`config.mk`:
```
export PLATFORM = sky130hd
export DESIGN_NAME = enemy_spawner_flat
export DESIGN_NICKNAME = d
export VERILOG_FILES = /design/src/rtl/game_pkg.sv /design/src/rtl/enemy_spawner_if.sv /design/src/rtl/clock.sv /design/src/rtl/enemy_spawner.sv /design/src/flat_wrapper.sv
export SDC_FILE = /design/constraint.sdc
export NUM_CORES = 1
export LEC_CHECK = 0
export CORE_MARGIN = 5
export CORE_UTILIZATION = 41
export DETAILED_ROUTE_END_ITERATION = 8
export PLACE_DENSITY = 0.73
export SYNTH_ARGS = -nofsm -noshare
export SYNTH_HDL_FRONTEND = slang
export SYNTH_HIERARCHICAL = 1
export SYNTH_SLANG_ARGS = --single-unit
```
`constraint.sdc`:
```
create_clock -name clk -period 7.6 [get_ports clk]
set_clock_uncertainty 0.1 [all_clocks]
set_input_delay 0.76 -clock clk [delete_from_list [all_inputs] [get_ports clk]]
set_output_delay 0.76 -clock clk [all_outputs]
set_load 0.02 [all_outputs]
```
`src/rtl/game_pkg.sv`:
```
// Shared game constants: spawner FSM encoding, LFSR seed/mask and enemy
// angle/kind widths used by both the spawner and the enemy slots.
package game_pkg;

    typedef enum logic [1:0] {
        IDLE,
        WAIT,
        SEARCH,
        ISSUE
    } spawn_state_t;

    localparam logic [15:0] LFSR_SEED = 16'hACE1;
    localparam logic [15:0] LFSR_MASK = 16'hB400;

    localparam int NUM_KINDS = 3;
    localparam int ANGLE_W   = 4;
    localparam int KIND_W    = 2;

    // Raw 2-bit kinds at or above NUM_KINDS fold back to kind 0.
    function automatic logic [KIND_W-1:0] fold_kind(input logic [KIND_W-1:0] raw);
        return (raw >= KIND_W'(NUM_KINDS)) ? '0 : raw;
    endfunction

endpackage

```
`src/rtl/enemy_spawner_if.sv`:
```
// Spawner <-> enemy slot array bundle: per-slot status in, spawn request out.
interface enemy_spawner_if #(
    parameter int NUM_SLOTS = 8
);
    import game_pkg::*;

    logic [NUM_SLOTS-1:0] alive;
    logic [NUM_SLOTS-1:0] killed;
    logic [NUM_SLOTS-1:0] spawn;
    logic [ANGLE_W-1:0]   new_angle;
    logic [KIND_W-1:0]    new_kind;

    modport master (
        input  alive,
        input  killed,
        output spawn,
        output new_angle,
        output new_kind
    );

    modport slave (
        output alive,
        output killed,
        input  spawn,
        input  new_angle,
        input  new_kind
    );

endinterface

```
`src/rtl/clock.sv`:
```
// Free-running prescaler: one-cycle tick every COUNT clk cycles, the first
// one COUNT cycles after reset.
module clock #(
    parameter int COUNT = 3125000
) (
    input  logic clk,
    input  logic rst,
    output logic tick
);

    localparam int CW = (COUNT > 1) ? $clog2(COUNT) : 1;

    logic [CW-1:0] cnt;

    always_ff @(posedge clk) begin
        if (rst) begin
            cnt  <= '0;
            tick <= 1'b0;
        end else if (cnt == CW'(COUNT - 1)) begin
            cnt  <= '0;
            tick <= 1'b1;
        end else begin
            cnt  <= cnt + 1'b1;
            tick <= 1'b0;
        end
    end

endmodule

```
`src/rtl/enemy_spawner.sv`:
```
// Enemy spawner: waits `interval` ticks, picks the next free slot round-robin
// and pulses its spawn line; kills shorten the interval down to a floor.
module enemy_spawner
    import game_pkg::*;
#(
    parameter int NUM_SLOTS     = 8,
    parameter int TICK_COUNT    = 3125000,
    parameter int INIT_INTERVAL = 32,
    parameter int MIN_INTERVAL  = 8,
    parameter int RAMP_KILLS    = 4
) (
    input  logic                   clk,
    input  logic                   rst,
    input  logic                   enable,
    enemy_spawner_if.master        slots,
    output logic [7:0]             interval,
    output logic [15:0]            kill_count
);

    localparam int PW = (NUM_SLOTS > 1) ? $clog2(NUM_SLOTS) : 1;
    localparam int SW = PW + 1;

    function automatic logic [4:0] popcount(input logic [NUM_SLOTS-1:0] v);
        logic [4:0] n;
        n = '0;
        for (int i = 0; i < NUM_SLOTS; i++) begin
            n = n + 5'(v[i]);
        end
        return n;
    endfunction

    spawn_state_t         state;
    logic [PW-1:0]        ptr;
    logic [SW-1:0]        scan;
    logic [7:0]           wait_cnt;
    logic [ANGLE_W-1:0]   last_angle;
    logic [15:0]          lfsr;
    logic [NUM_SLOTS-1:0] killed_q;
    logic [7:0]           ramp_acc;
    logic                 tick;

    logic [NUM_SLOTS-1:0] kill_edge;
    logic [4:0]           kills;
    logic [16:0]          kc_sum;
    logic [8:0]           acc_sum;
    logic [8:0]           acc_sub;
    logic [ANGLE_W-1:0]   pick_angle;
    logic [NUM_SLOTS-1:0] spawn_mask;

    clock #(.COUNT(TICK_COUNT)) u_tick (
        .clk  (clk),
        .rst  (rst),
        .tick (tick)
    );

    assign kill_edge  = slots.killed & ~killed_q;
    assign kills      = popcount(kill_edge);
    assign kc_sum     = {1'b0, kill_count} + 17'(kills);
    assign acc_sum    = {1'b0, ramp_acc} + 9'(kills);
    assign acc_sub    = acc_sum - 9'(RAMP_KILLS);
    assign spawn_mask = NUM_SLOTS'(1) << ptr;

    // Bumping a repeated angle by one guarantees consecutive spawns differ.
    assign pick_angle = (lfsr[ANGLE_W-1:0] == last_angle) ? lfsr[ANGLE_W-1:0] + 1'b1
                                                           : lfsr[ANGLE_W-1:0];

    always_ff @(posedge clk) begin
        if (rst) begin
            lfsr <= LFSR_SEED;
        end else begin
            lfsr <= {1'b0, lfsr[15:1]} ^ (lfsr[0] ? LFSR_MASK : 16'h0000);
        end
    end

    // Kill tracking runs regardless of FSM state so paused kills still count.
    always_ff @(posedge clk) begin
        if (rst) begin
            killed_q   <= '0;
            kill_count <= '0;
            ramp_acc   <= '0;
            interval   <= 8'(INIT_INTERVAL);
        end else begin
            killed_q   <= slots.killed;
            kill_count <= kc_sum[16] ? 16'hFFFF : kc_sum[15:0];
            if (acc_sum >= 9'(RAMP_KILLS)) begin
                ramp_acc <= acc_sub[8] ? 8'hFF : acc_sub[7:0];
                if (interval > 8'(MIN_INTERVAL)) begin
                    interval <= interval - 8'd1;
                end
            end else begin
                ramp_acc <= acc_sum[7:0];
            end
        end
    end

    always_ff @(posedge clk) begin
        if (rst) begin
            state           <= IDLE;
            slots.spawn     <= '0;
            slots.new_angle <= '0;
            slots.new_kind  <= '0;
            ptr             <= '0;
            scan            <= '0;
            wait_cnt        <= '0;
            last_angle      <= '0;
        end else begin
            slots.spawn <= '0;
            if (!enable) begin
                // A pulse already on the wire still advances the bookkeeping.
                state <= IDLE;
                if (state == ISSUE) begin
                    last_angle <= slots.new_angle;
                    ptr        <= ptr + 1'b1;
                end
            end else begin
                case (state)
                    IDLE: begin
                        wait_cnt <= interval;
                        state    <= WAIT;
                    end
                    WAIT: begin
                        if (tick) begin
                            if (wait_cnt > 8'd1) begin
                                wait_cnt <= wait_cnt - 8'd1;
                            end else begin
                                scan  <= '0;
                                state <= SEARCH;
                            end
                        end
                    end
                    SEARCH: begin
                        if (!slots.alive[ptr]) begin
                            slots.new_angle <= pick_angle;
                            slots.new_kind  <= fold_kind(lfsr[5:4]);
                            slots.spawn     <= spawn_mask;
                            state           <= ISSUE;
                        end else begin
                            ptr <= ptr + 1'b1;
                            if (scan == SW'(NUM_SLOTS - 1)) begin
                                wait_cnt <= 8'd1;
                                state    <= WAIT;
                            end else begin
                                scan <= scan + 1'b1;
                            end
                        end
                    end
                    ISSUE: begin
                        last_angle <= slots.new_angle;
                        ptr        <= ptr + 1'b1;
                        wait_cnt   <= interval;
                        state      <= WAIT;
                    end
                    default: state <= IDLE;
                endcase
            end
        end
    end

endmodule

```
`src/flat_wrapper.sv`:
```
// flat-port wrapper written by rule: the top's interface ports become plain ports
module enemy_spawner_flat import game_pkg::*;
#(
    parameter int NUM_SLOTS     = 8,
    parameter int TICK_COUNT    = 3125000,
    parameter int INIT_INTERVAL = 32,
    parameter int MIN_INTERVAL  = 8,
    parameter int RAMP_KILLS    = 4
)
  (clk, rst, enable, interval, kill_count, slots_alive, slots_killed, slots_spawn, slots_new_angle, slots_new_kind);
  enemy_spawner_if #(.NUM_SLOTS(NUM_SLOTS)) slots_i ();
  input  logic clk;
  input  logic rst;
  input  logic enable;
  output logic [7:0] interval;
  output logic [15:0] kill_count;
  input wire logic [$bits(slots_i.alive)-1:0] slots_alive;
  input wire logic [$bits(slots_i.killed)-1:0] slots_killed;
  output wire logic [$bits(slots_i.spawn)-1:0] slots_spawn;
  output wire logic [$bits(slots_i.new_angle)-1:0] slots_new_angle;
  output wire logic [$bits(slots_i.new_kind)-1:0] slots_new_kind;
  assign slots_i.alive = slots_alive;
  assign slots_i.killed = slots_killed;
  assign slots_spawn = slots_i.spawn;
  assign slots_new_angle = slots_i.new_angle;
  assign slots_new_kind = slots_i.new_kind;
  enemy_spawner #(.NUM_SLOTS(NUM_SLOTS), .TICK_COUNT(TICK_COUNT), .INIT_INTERVAL(INIT_INTERVAL), .MIN_INTERVAL(MIN_INTERVAL), .RAMP_KILLS(RAMP_KILLS)) u_core (.clk(clk), .rst(rst), .enable(enable), .slots(slots_i), .interval(interval), .kill_count(kill_count));
endmodule
```
; ---- After elaboration in Yosys (flattened, before gate mapping)
; Index checks and enable logic that the tools add are counted.
[word_totals]
regBits = 114
input_bits = 19
word_cells = 99
[classes]
muxes = 28
n_eq_ne = 14
n_lt_le_gt_ge = 5
n_reduce_logical = 14
bitwise = 6
addsub = 16
shift = 1
[ops]
columns = cell, n
row1 = $mux 8, 6
row2 = $mux 16, 2
row3 = $add 5x1->5, 6
row4 = $pmux 8 s3, 1
row5 = $add 22x1->22 const B, 1
row6 = $eq 22x22->1 const B, 1
row7 = $mux 4, 5
row8 = $add 16x5->17, 1
row9 = $sub 8x1->8 const B, 2
row10 = $xor 15x16->16, 1
row11 = $mux 2, 5
row12 = $add 8x5->9, 1
row13 = $ge 9x3->1 const B, 1
row14 = $mux 3, 3
row15 = $reduce_and 3->1, 3
row16 = $sub 9x3->9 const B, 1
row17 = $add 4x1->4 const B, 2
row18 = $and 8x8->8, 1
row19 = $gt 8x1->1 const B, 1
row20 = $gt 8x4->1 const B, 1
row21 = $not 8->8, 1
row22 = $pmux 4 s2, 1
row23 = $shl 1x3->8 const A, 1
row24 = $ne 2x1->1 const B, 3
row25 = other kinds (23), 33

; ---- Logic depth before layout (Yosys ltp)
; Gate-level depths: netlist of run 1.
[depth]
depth_word = 13
ltp_mapped = 22

; ---- Modules after synthesis
; Netlist of run 1, hierarchy kept.
[modules_own_cells]
columns = mod, area_per_inst_um2, n_inst, seq_area_each_um2, cells_each
row1 = enemy_spawner, 4699.5, 1, 1821.7, 510
row2 = clock, 1031.0, 1, 460.4, 120

; ---- Worst setup path after synthesis of run 1
; OpenSTA, ideal clock, no wires.
[synth_timing]
path_kind = input to register
from = in slots_killed[0]
to = reg u_core.interval[2]
required_ns = 7.379
path_buffers = 1
arrival_ns = 5.535
setup_slack_ns = 1.843
cell_stages = 20
path_cell_list = nor2b_1 fa_1 inv_1 fa_1 fa_1 inv_1 ha_1 fa_1 ha_1 a211oi_1 nor2_1 or2_2 ha_1 nor3b_1 nor2_1 o221ai_2 a211oi_4 buf_6 nor3b_2 mux2_4
[synth_via]
elab_chain_len = 11
[synth_lines]
columns = item, line_no
row1 = start: declaration, flat_wrapper.sv:18  ; input wire logic [$bits(slots_i.killed)-1:0] slots_killed;
row2 = $and 8x8->8, enemy_spawner.sv:56  ; assign kill_edge = slots.killed & ~killed_q;
row3 = $add 1x1->2, enemy_spawner.sv:27  ; n = n + 5'(v[i]);
row4 = $add 5x1->5 (6 in series), enemy_spawner.sv:27
row5 = $add 8x5->9, enemy_spawner.sv:59  ; assign acc_sum = {1'b0, ramp_acc} + 9'(kills);
row6 = $ge 9x3->1, enemy_spawner.sv:85  ; if (acc_sum >= 9'(RAMP_KILLS)) begin
row7 = $reduce_and 2->1 (no source line), n/a
row8 = end signal: assignment, enemy_spawner.sv:81  ; interval <= 8'(INIT_INTERVAL);
row9 = end signal: assignment, enemy_spawner.sv:88  ; interval <= interval - 8'd1;
row10 = end: declaration, enemy_spawner.sv:16  ; output logic [7:0] interval,
; No other way between the ends.
; A chain may end at the register's enable or synchronous reset.

; ---- Worst setup path after layout of run 1
; Ends and elaborated chain as after synthesis.

==> impl_metrics.json, run 1 <==
{
  "synth_seq_area_share_pct": 39.8,
  "numPortBuffers": 56,
  "cpMostUsedCell": "fa_1",
  "critPathCaptureType": "register",
  "max_cap_viol_count": 0,
  "layout.nets": 732,
  "synth_area_leaders": "dfxtp_1 40%, ha_1 6.1%, a21oi_1 4.2%, nor2_1 3.5%, nor2b_1 3.1%",
  "finalCritPeriodShare_pct": 81.5,
  "rrSetupSlack_ns": 1.97,
  "fin_crit_ns": 6.20,
  "first_iter_violations": 326,
  "clock_sinks": 114,
  "ys_seq_elements": 114,
  "holdBufCountCts": 0,
  "p_per_area_nw_per_um2": 327,
  "required_ns": 7.80,
  "synthDistinctLibCells": 69,
  "worst_slew_pin_slew_ns": 0.779,
  "clk_pin_slew_ns": 0.05,
  "cp_top_family": "adder cells",
  "clk_latency_ns": 0.42,
  "wl_um": 12600,
  "r2r_start": "u_core/killed_q[0]",
  "synth_top_area_share_pct": 39.8,
  "async_flop_share_pct": 0,
  "path_class": "in -> reg",
  "ioPinCount": 57,
  "ctsResizeCount": 0,
  "ys.flop_type": "dfxtp_1",
  "cts_tree": "yes",
  "post_drt_wl_per_cell_um": 14.5,
  "cts_made_buffers": 17,
  "netlist_instances": 630,
  "ctsHtreeMaxLevel": 4,
  "final.setup.tns_ns": 0,
  "drive_gt1_share_pct": 9.83,
  "cts_setup_buffers": 0,
  "avgSynthCellArea_um2": 9.10,
  "utilization_pct": 50.6,
  "dieArea_um2": 16400,
  "gp_congestion": 0.832,
  "critPathBufInv": 3,
  "p_leak_nw": 2.72,
  "cp_cell_sequence": "clkdlybuf4s50_1 > nor2b_1 > fa_1 > inv_1 > fa_1 > fa_1 > inv_1 > ha_1 > fa_1 > ha_1 > a211oi_1 > nor2_1 > or2_2 > ha_1 > nor3b_1 > nor2_1 > o221ai_2 > a211oi_4 > nor3b_2 > mux2_4",
  "hold_viol_final": 0,
  "yosysWarningCount": 6,
  "antenna_cells": 0,
  "grt_antenna_before_repair": 0,
  "total_power_w": 0.00228,
  "r2r-end": "u_core/interval[2]",
  "drc": 0,
  "area_delta_synth_final_pct": 21.6,
  "yosysTopAreaCell": "dfxtp_1",
  "path_max_fanout": 13,
  "die_w_um": 128,
  "place_ws_ns": 0.933,
  "dp_hpwl_um": 8930,
  "critPathSlowestCell": "fa_1",
  "fmax_ghz": 0.161,
  "rsz0062_at_grt": "false",
  "ctsLongestPathBuffers": 2,
  "grt_pass1_vias": 4586,
  "slew_headroom_pct": 47.6,
  "cts-root-buf": "clkbuf_16",
  "cp-startpoint": "slots_killed[0]",
  "drt_pass1_iterations": 6,
  "grt_pass1_wl_um": 21200,
  "reg2reg_depth": 19,
  "track_usage_pct": 15.9,
  "grt.overflow.total": 0,
  "critical_path_depth": 20,
  "synth_edf_count": 0,
  "synth_fp_nets": 683,
  "coreArea_um2": 13800,
  "num_rows": 43,
  "ir_worst_vdd_v": 0.000151,
  "crit_end": "u_core/interval[2]",
  "setup_ws_ns": 1.40,
  "syn_area_um2": 5730,
  "finalSetupViolCount": 0,
  "grt_max_degree": 75,
  "cpPeakStageDelay_ns": 0.62,
  "cp.arrival_ns": 6.40,
  "slew_violations": 0,
  "dieHeight_um": 128,
  "via_per_inst": 5.39,
  "startpoint_type": "input port",
  "start_util_pct": 41.6,
  "min_path_type": "reg -> reg",
  "vias": 4700,
  "outcome": "complete, no violations",
  "ant_nets": 0
}
[sequential cells by signal, summed over array words and instances, names as in the netlist, 8 cells and up]
| register | cells |
|---|---|
| u_core/lfsr | 16 |
| u_core/u_tick/cnt | 22 |
| u_core/interval | 8 |
| u_core/kill_count | 16 |
| u_core/wait_cnt | 8 |
| u_core/slots.spawn | 8 |
| u_core/killed_q | 8 |
| u_core/ramp_acc | 8 |
[kinds of logic after synthesis]
logic type | after synthesis | synth area share [%]
adder cells (fa/ha/maj) | 34 | 8.21
AO/OA/AOI/OAI | 127 | 15.2
AND/OR/NAND/NOR | 248 | 23.6
multiplexers | 14 | 3.03
XOR/XNOR | 40 | 6.11
flip-flops | 114 | 39.8
buffers and inverters | 53 | 3.97
[cells in the final DEF, fill, tap and decap left out, types with 21 or more instances in the layout]
cell type	n
ha_1	28
nor2b_1	28
nand3_1	21
a21oi_1	48
dfxtp_1	114
o21ai_0	21
inv_1	25
nor2_1	54
clkdlybuf4s50_1	55
nand2_1	36
[synthesized netlist by cell type, types with 6 or more instances]
master      n
a21oi_1    48
and3_1     19
dfxtp_1   114
nor2_1     54
nand2b_1   12
ha_1       28
inv_1      25
nor3_1     15
xnor2_1    20
a211oi_1   10
or2_2      13
nor2b_1    28
fa_1        6
o31ai_1     6
or4_1       6
mux2i_1     8
o21ai_0    21
clkbuf_1   14
a21o_1      6
nand2_1    36
xor2_1     20
buf_2       8
nand3_1    21
or3_1      13
[worst min path at each step]
stage	start	end	slack [ns]	depth (start not counted)
finish	u_core/lfsr[7]	u_core/lfsr[6]	0.31	1
global route	u_core/lfsr[7]	u_core/lfsr[6]	0.33	1
CTS	u_core/lfsr[7]	u_core/lfsr[6]	0.32	1
detailed placement	u_core/lfsr[8]	u_core/lfsr[7]	0.30	1
global placement	u_core/lfsr[12]	u_core/lfsr[11]	0.30	1
floorplan	u_core/lfsr[12]	u_core/lfsr[11]	0.29	1
[stage by stage]
stage	hold WS, ns	cell area, um^2	instances
CTS	0.316	6970	872
finish	0.315	6970	872
floorplan	0.289	5730	630
global route	0.327	6970	872
global placement	0.298	6390	840
detailed placement	0.296	6390	840
[report_power, final]
group,internal [W],switching [W]
Clock,0.000504,0.000269
Sequential,0.000663,0.0000741
Combinational,0.000347,0.000422
Total,0.00151,0.000765
[per-layer routing]
| layer | GRT usage [%] | part of all wire [%] | wire [um] |
|---|---|---|---|
| met1 | 20.0 | 45 | 5690 |
| met2 | 26.1 | 49 | 6170 |
| met3 | 3.96 | 4.6 | 580 |
| met4 | 6.37 | 1.6 | 202 |
| met5 | 0 | 0 | 0 |
[layout make-up]
class / instances / area (um^2)
repair buffers: 57 / 563
clock inverters: 10 / 108
well taps: 180 / 225
clock buffers: 22 / 474
fillers: 1254 / 6800
inverters: 26 / 97.6
multi-input cells: 463 / 3220
flip-flops and latches: 114 / 2280
[worst reg2reg max path: stages (launching register included)]
cell	delay, ns
dfxtp_1	0.30
nor2b_1	0.05
fa_1	0.54
inv_1	0.06
fa_1	0.51
fa_1	0.54
inv_1	0.04
ha_1	0.22
fa_1	0.62
ha_1	0.31
a211oi_1	0.28
nor2_1	0.11
or2_2	0.34
ha_1	0.20
nor3b_1	0.15
nor2_1	0.12
o221ai_2	0.12
a211oi_4	0.47
nor3b_2	0.12
mux2_4	0.31
(Power assumes the default switching activity.)
==> run 2, diff against run 1 <==
==> constraint.sdc (replaced) <==
create_clock -name clk -period 5.9 [get_ports clk]
set_clock_uncertainty 0.1 [all_clocks]
set_input_delay 0.59 -clock clk [delete_from_list [all_inputs] [get_ports clk]]
set_output_delay 0.59 -clock clk [all_outputs]
set_load 0.02 [all_outputs]
==> impl_metrics.json, run 2 (synthesized netlist as in run 1, its figures left out) <==
{
  "grt_max_degree": 40,
  "drt_pass1_iterations": 4,
  "grt_pass1_wl_um": 21600,
  "slew_violations": 0,
  "required_ns": 6.10,
  "grt.overflow.total": 0,
  "largest_reg_flops": 22,
  "wl_um": 12800,
  "grt_antenna_before_repair": 0,
  "met2_usage_pct": 26.8,
  "coreArea_um2": 13800,
  "holdBufCountCts": 0,
  "layout.nets": 748,
  "p_leak_nw": 2.83,
  "cp_top_family": "adder cells",
  "top_register": "u_core/u_tick/cnt",
  "setup_ws_ns": 0.217,
  "vias": 4791,
  "multi_input_area_um2": 3270,
  "worst_slew_pin_slew_ns": 0.767,
  "drc": 0,
  "final_cell_mix": "114 x dfxtp_1, 55 x clkdlybuf4s50_1, 54 x nor2_1",
  "cpPeakStageDelay_ns": 0.57,
  "path_max_fanout": 8,
  "first_iter_violations": 280,
  "ff_latch_area_um2": 2280,
  "cpMostUsedCell": "fa_1",
  "outcome": "complete, no violations",
  "ant_nets": 0,
  "num_rows": 43,
  "die_w_um": 128,
  "placedInstanceArea_um2": 6510,
  "top_regs": "u_core/u_tick/cnt x22, u_core/kill_count x16, u_core/lfsr x16",
  "dp_hpwl_um": 9360,
  "grtUsageMet1_pct": 19.7,
  "critPathCaptureType": "register",
  "layout_commonest_cell": "dfxtp_1",
  "start_util_pct": 41.6,
  "rsz0062_at_grt": "false",
  "cts_made_buffers": 17,
  "cp.arrival_ns": 5.88,
  "gp_congestion": 0.877,
  "min_path_type": "reg -> reg",
  "numPortBuffers": 56,
  "layout.cells.non_filler": 888,
  "ioPinCount": 57,
  "clk_pin_slew_ns": 0.05,
  "drive_gt1_share_pct": 13.4,
  "clk_latency_ns": 0.41,
  "critPathBufInv": 3,
  "hold_viol_final": 0,
  "final.setup.tns_ns": 0,
  "fillCellCount": 1230,
  "p_per_area_nw_per_um2": 449,
  "fin_crit_ns": 5.68,
  "dieHeight_um": 128,
  "clock_sinks": 114,
  "use_met3_pct": 4.58,
  "cts_tree": "yes",
  "finalSetupViolCount": 0,
  "critPathSlowestCell": "fa_2",
  "startpoint_type": "input port",
  "top_usage_layer": "met2",
  "dieArea_um2": 16400,
  "cts-root-buf": "clkbuf_16",
  "place_ws_ns": -0.294,
  "finalCritPeriodShare_pct": 96.3,
  "ctsLongestPathBuffers": 2,
  "post_drt_wl_per_cell_um": 14.5,
  "total_power_w": 0.00324,
  "area_delta_synth_final_pct": 26.2,
  "dp.cells": 855,
  "slew_headroom_pct": 48.4,
  "cp_cell_sequence": "clkdlybuf4s50_1 > nor2b_2 > fa_1 > inv_1 > fa_1 > fa_1 > inv_1 > ha_1 > fa_2 > ha_4 > a211oi_2 > nor2_1 > or2_2 > ha_1 > nor3b_2 > nor2_1 > o221ai_2 > a211oi_4 > nor3b_2 > mux2_4",
  "track_usage_pct": 16.1,
  "ir_worst_vdd_v": 0.000239,
  "ctsHtreeMaxLevel": 4,
  "post-route-cell-area_um2": 7230,
  "grt_pass1_vias": 4686,
  "max_cap_viol_count": 0,
  "fmax_ghz": 0.176,
  "via_per_inst": 5.40,
  "path_class": "in -> reg",
  "antenna_cells": 0
}
run 2: through the flow:
stage	util [%]	hold WS, ns
2_1_floorplan	-	0.289
3_3_place_gp	47.3	0.298
3_5_place_dp	47.3	0.296
4_1_cts	52.1	0.310
5_1_grt	52.5	0.316
6_report	52.5	0.311
run 2: routing by layer:
metal  up-vias  routed length (um)  part of all wire [%]
met2        85                6380                    50
met5         -                   0                     0
met1      2325                5750                    45
met4         0                 231                   1.8
li1       2360                   -                     -
met3        21                 488                   3.8
run 2: where the power goes:
group | leakage, nW | total (W) | internal, W | switching, W
sequential | 0.932 | 0.000948 | 0.000853 | 0.0000954
combinational | 1.59 | 0.00117 | 0.000565 | 0.000604
clock | 0.311 | 0.00113 | 0.000770 | 0.000357
run 2: path summary, 6_finish.rpt:
path	startpoint	endpoint	slack (ns)	cells after the start
setup reg to reg	u_core/killed_q[0]	u_core/interval[2]	0.61	19
hold reg to reg	u_core/lfsr[8]	u_core/lfsr[7]	0.31	1
hold / removal	u_core/lfsr[8]	u_core/lfsr[7]	0.31	1
setup / recovery	slots_killed[1]	u_core/interval[2]	0.22	20
run 2: area by class of cell:
| type | count | area share, % |
|---|---|---|
| multi-input combinational | 463 | 45.2 |
| sequential | 114 | 31.6 |
| timing repair buffer | 73 | 9.67 |
| clock buffer | 19 | 6.26 |
| tap | 180 | 3.11 |
| clock inverter | 13 | 2.87 |
| inverter | 26 | 1.35 |
run 2: repair_timing:
| item | in CTS | in global routing |
|---|---|---|
| buffers inserted | 0 | 1 |
| gates resized for setup | 0 | 11 |
| endpoints found under the setup margin | 0 | 15 |
==> run 3, diff against run 2 <==
--- a/config.mk
+++ b/config.mk
@@ -8,6 +8,7 @@
 export CORE_MARGIN = 5
 export CORE_UTILIZATION = 41
 export DETAILED_ROUTE_END_ITERATION = 8
+export MAX_ROUTING_LAYER = met4
 export PLACE_DENSITY = 0.73
 export SYNTH_ARGS = -nofsm -noshare
 export SYNTH_HDL_FRONTEND = slang
==> impl_metrics.json, run 3 (synthesized netlist as in run 1, its figures left out) <==
{
  "critPathSlowestCell": "fa_2",
  "path_max_fanout": 8,
  "final.setup.tns_ns": 0,
  "cpPeakStageDelay_ns": 0.58,
  "area_delta_synth_final_pct": 25.2,
  "r2r-end": "u_core/ramp_acc[4]",
  "layout.cells.non_filler": 892,
  "ctsLongestPathBuffers": 2,
  "post_drt_wl_per_cell_um": 14.7,
  "rrSetupSlack_ns": 0.64,
  "fin_crit_ns": 5.65,
  "clock_power_share_pct": 31.9,
  "start_util_pct": 41.6,
  "holdBufCountCts": 0,
  "cts_tree": "yes",
  "antenna_cells": 0,
  "min_path_type": "reg -> reg",
  "drive_gt1_share_pct": 13.6,
  "finalSetupViolCount": 0,
  "r2r_start": "u_core/killed_q[0]",
  "gp_congestion": 0.893,
  "clock_sinks": 114,
  "hp-start": "u_core/lfsr[12]",
  "outcome": "complete, no violations",
  "utilization_pct": 52.1,
  "drt_pass1_iterations": 5,
  "swShare_pct": 34.2,
  "combPwrFrac_pct": 37.7,
  "ctsHtreeMaxLevel": 4,
  "cp_top_family": "adder cells",
  "grt_max_degree": 43,
  "worst_slew_pin_slew_ns": 0.788,
  "first_iter_violations": 313,
  "dp.cells": 857,
  "required_ns": 6.10,
  "layout.nets": 752,
  "top_regs": "u_core/u_tick/cnt x22, u_core/kill_count x16, u_core/lfsr x16",
  "max_cap_viol_count": 0,
  "largest_reg_flops": 22,
  "p_int_w": 0.00206,
  "via_per_inst": 5.33,
  "reg2reg_depth": 20,
  "coreArea_um2": 13800,
  "num_rows": 43,
  "ir_worst_vdd_v": 0.000240,
  "layout_commonest_cell": "dfxtp_1",
  "ant_nets": 0,
  "ioPinCount": 57,
  "critPathCaptureType": "register",
  "slew_violations": 0,
  "seqPwrFrac_pct": 30.3,
  "dp_hpwl_um": 9330,
  "vias": 4756,
  "die_w_um": 128,
  "path_class": "in -> reg",
  "startpoint_type": "input port",
  "clk_pin_slew_ns": 0.05,
  "top_register": "u_core/u_tick/cnt",
  "hold_viol_final": 0,
  "cts_made_buffers": 17,
  "track_usage_pct": 16.8,
  "p_per_area_nw_per_um2": 436,
  "p_leak_nw": 2.82,
  "total_power_w": 0.00313,
  "final_cell_mix": "114 x dfxtp_1, 55 x clkdlybuf4s50_1, 54 x nor2_1",
  "clk_latency_ns": 0.42,
  "cts-root-buf": "clkbuf_16",
  "cp.arrival_ns": 5.85,
  "wl_um": 13100,
  "slew_headroom_pct": 47.5,
  "drc": 0,
  "grt_antenna_before_repair": 0,
  "grt_pass1_vias": 4646,
  "finalCritPeriodShare_pct": 95.7,
  "cp_cell_sequence": "clkdlybuf4s50_1 > nor2b_1 > fa_1 > inv_1 > fa_1 > fa_1 > inv_1 > ha_1 > fa_2 > ha_4 > a211oi_4 > nor2_1 > or2_2 > ha_1 > nor3b_2 > nor2_1 > o221ai_2 > a211oi_4 > buf_4 > nor2_1 > o31a_1",
  "grt_pass1_wl_um": 21900,
  "dieArea_um2": 16400,
  "numPortBuffers": 56,
  "worstHoldEndpoint": "u_core/lfsr[11]",
  "power.net_switching_w": 0.00107,
  "fmax_ghz": 0.177,
  "grt.overflow.total": 0,
  "dieHeight_um": 128,
  "critPathBufInv": 4,
  "holdPathStages": 1
}
run 3: repair_timing:
item | CTS | global route
setup endpoints to repair | 0 | 15
gates resized for setup | 0 | 10
buffers inserted | 0 | 3
run 3: worst max path at each step:
| stage | startpoint | endpoint | slack (ns) | depth (start not counted) |
|---|---|---|---|---|
| 3_3_place_gp | slots_killed[0] | u_core/interval[7] | -0.15 | 21 |
| 2_1_floorplan | slots_killed[0] | u_core/interval[2] | 0.31 | 20 |
| 3_5_place_dp | slots_killed[0] | u_core/interval[7] | -0.29 | 21 |
| 4_1_cts | slots_killed[0] | u_core/interval[7] | 0.15 | 21 |
| 6_report | slots_killed[0] | u_core/ramp_acc[4] | 0.25 | 21 |
| 5_1_grt | slots_killed[1] | u_core/interval[7] | -0.02 | 21 |
run 3: power by group through the flow:
stage	clock [W]	combinational, W	sequential [W]
floorplan	0	0.000752	0.000963
global placement	0	0.00107	0.000959
detailed placement	0	0.00110	0.000961
CTS	0.00102	0.00111	0.000947
global route	0.00107	0.00131	0.000963
finish	0.00100	0.00118	0.000949
run 3: layout make-up:
cell class / count / area [um^2]
Clock buffer: 17 / 425
Fill cell: 1244 / 6600
Clock inverter: 15 / 159
Inverter: 26 / 97.6
Multi-Input combinational cell: 463 / 3270
Timing Repair Buffer: 77 / 717
Tap cell: 180 / 225
Sequential cell: 114 / 2280
run 3: per-layer routing:
metal / track usage [%] / vias to the layer above / routed length, um
li1: - / 2366 / -
met5: - / - / 0
met2: 26.3 / 74 / 6280
met4: 7.12 / 0 / 313
met3: 4.54 / 24 / 495
met1: 20.5 / 2292 / 6000
run 3: worst reg2reg max path, stage by stage, from the launching register on:
cell	delay (ns)
dfxtp_1	0.31
nor2b_1	0.05
fa_1	0.52
inv_1	0.05
fa_1	0.46
fa_1	0.54
inv_1	0.04
ha_1	0.22
fa_2	0.58
ha_4	0.22
a211oi_4	0.21
nor2_1	0.09
or2_2	0.31
ha_1	0.20
nor3b_2	0.16
nor2_1	0.10
o221ai_2	0.12
a211oi_4	0.43
buf_4	0.18
nor2_1	0.04
o31a_1	0.22
run 3: through the flow:
stage               setup WS, ns  hold WS [ns]  cell area (um^2)
floorplan                  0.313         0.289              5730
global placement          -0.146         0.301              6520
detailed placement        -0.290         0.303              6520
CTS                        0.150         0.316              7100
global route             -0.0201         0.338              7170
finish                     0.251         0.312              7170
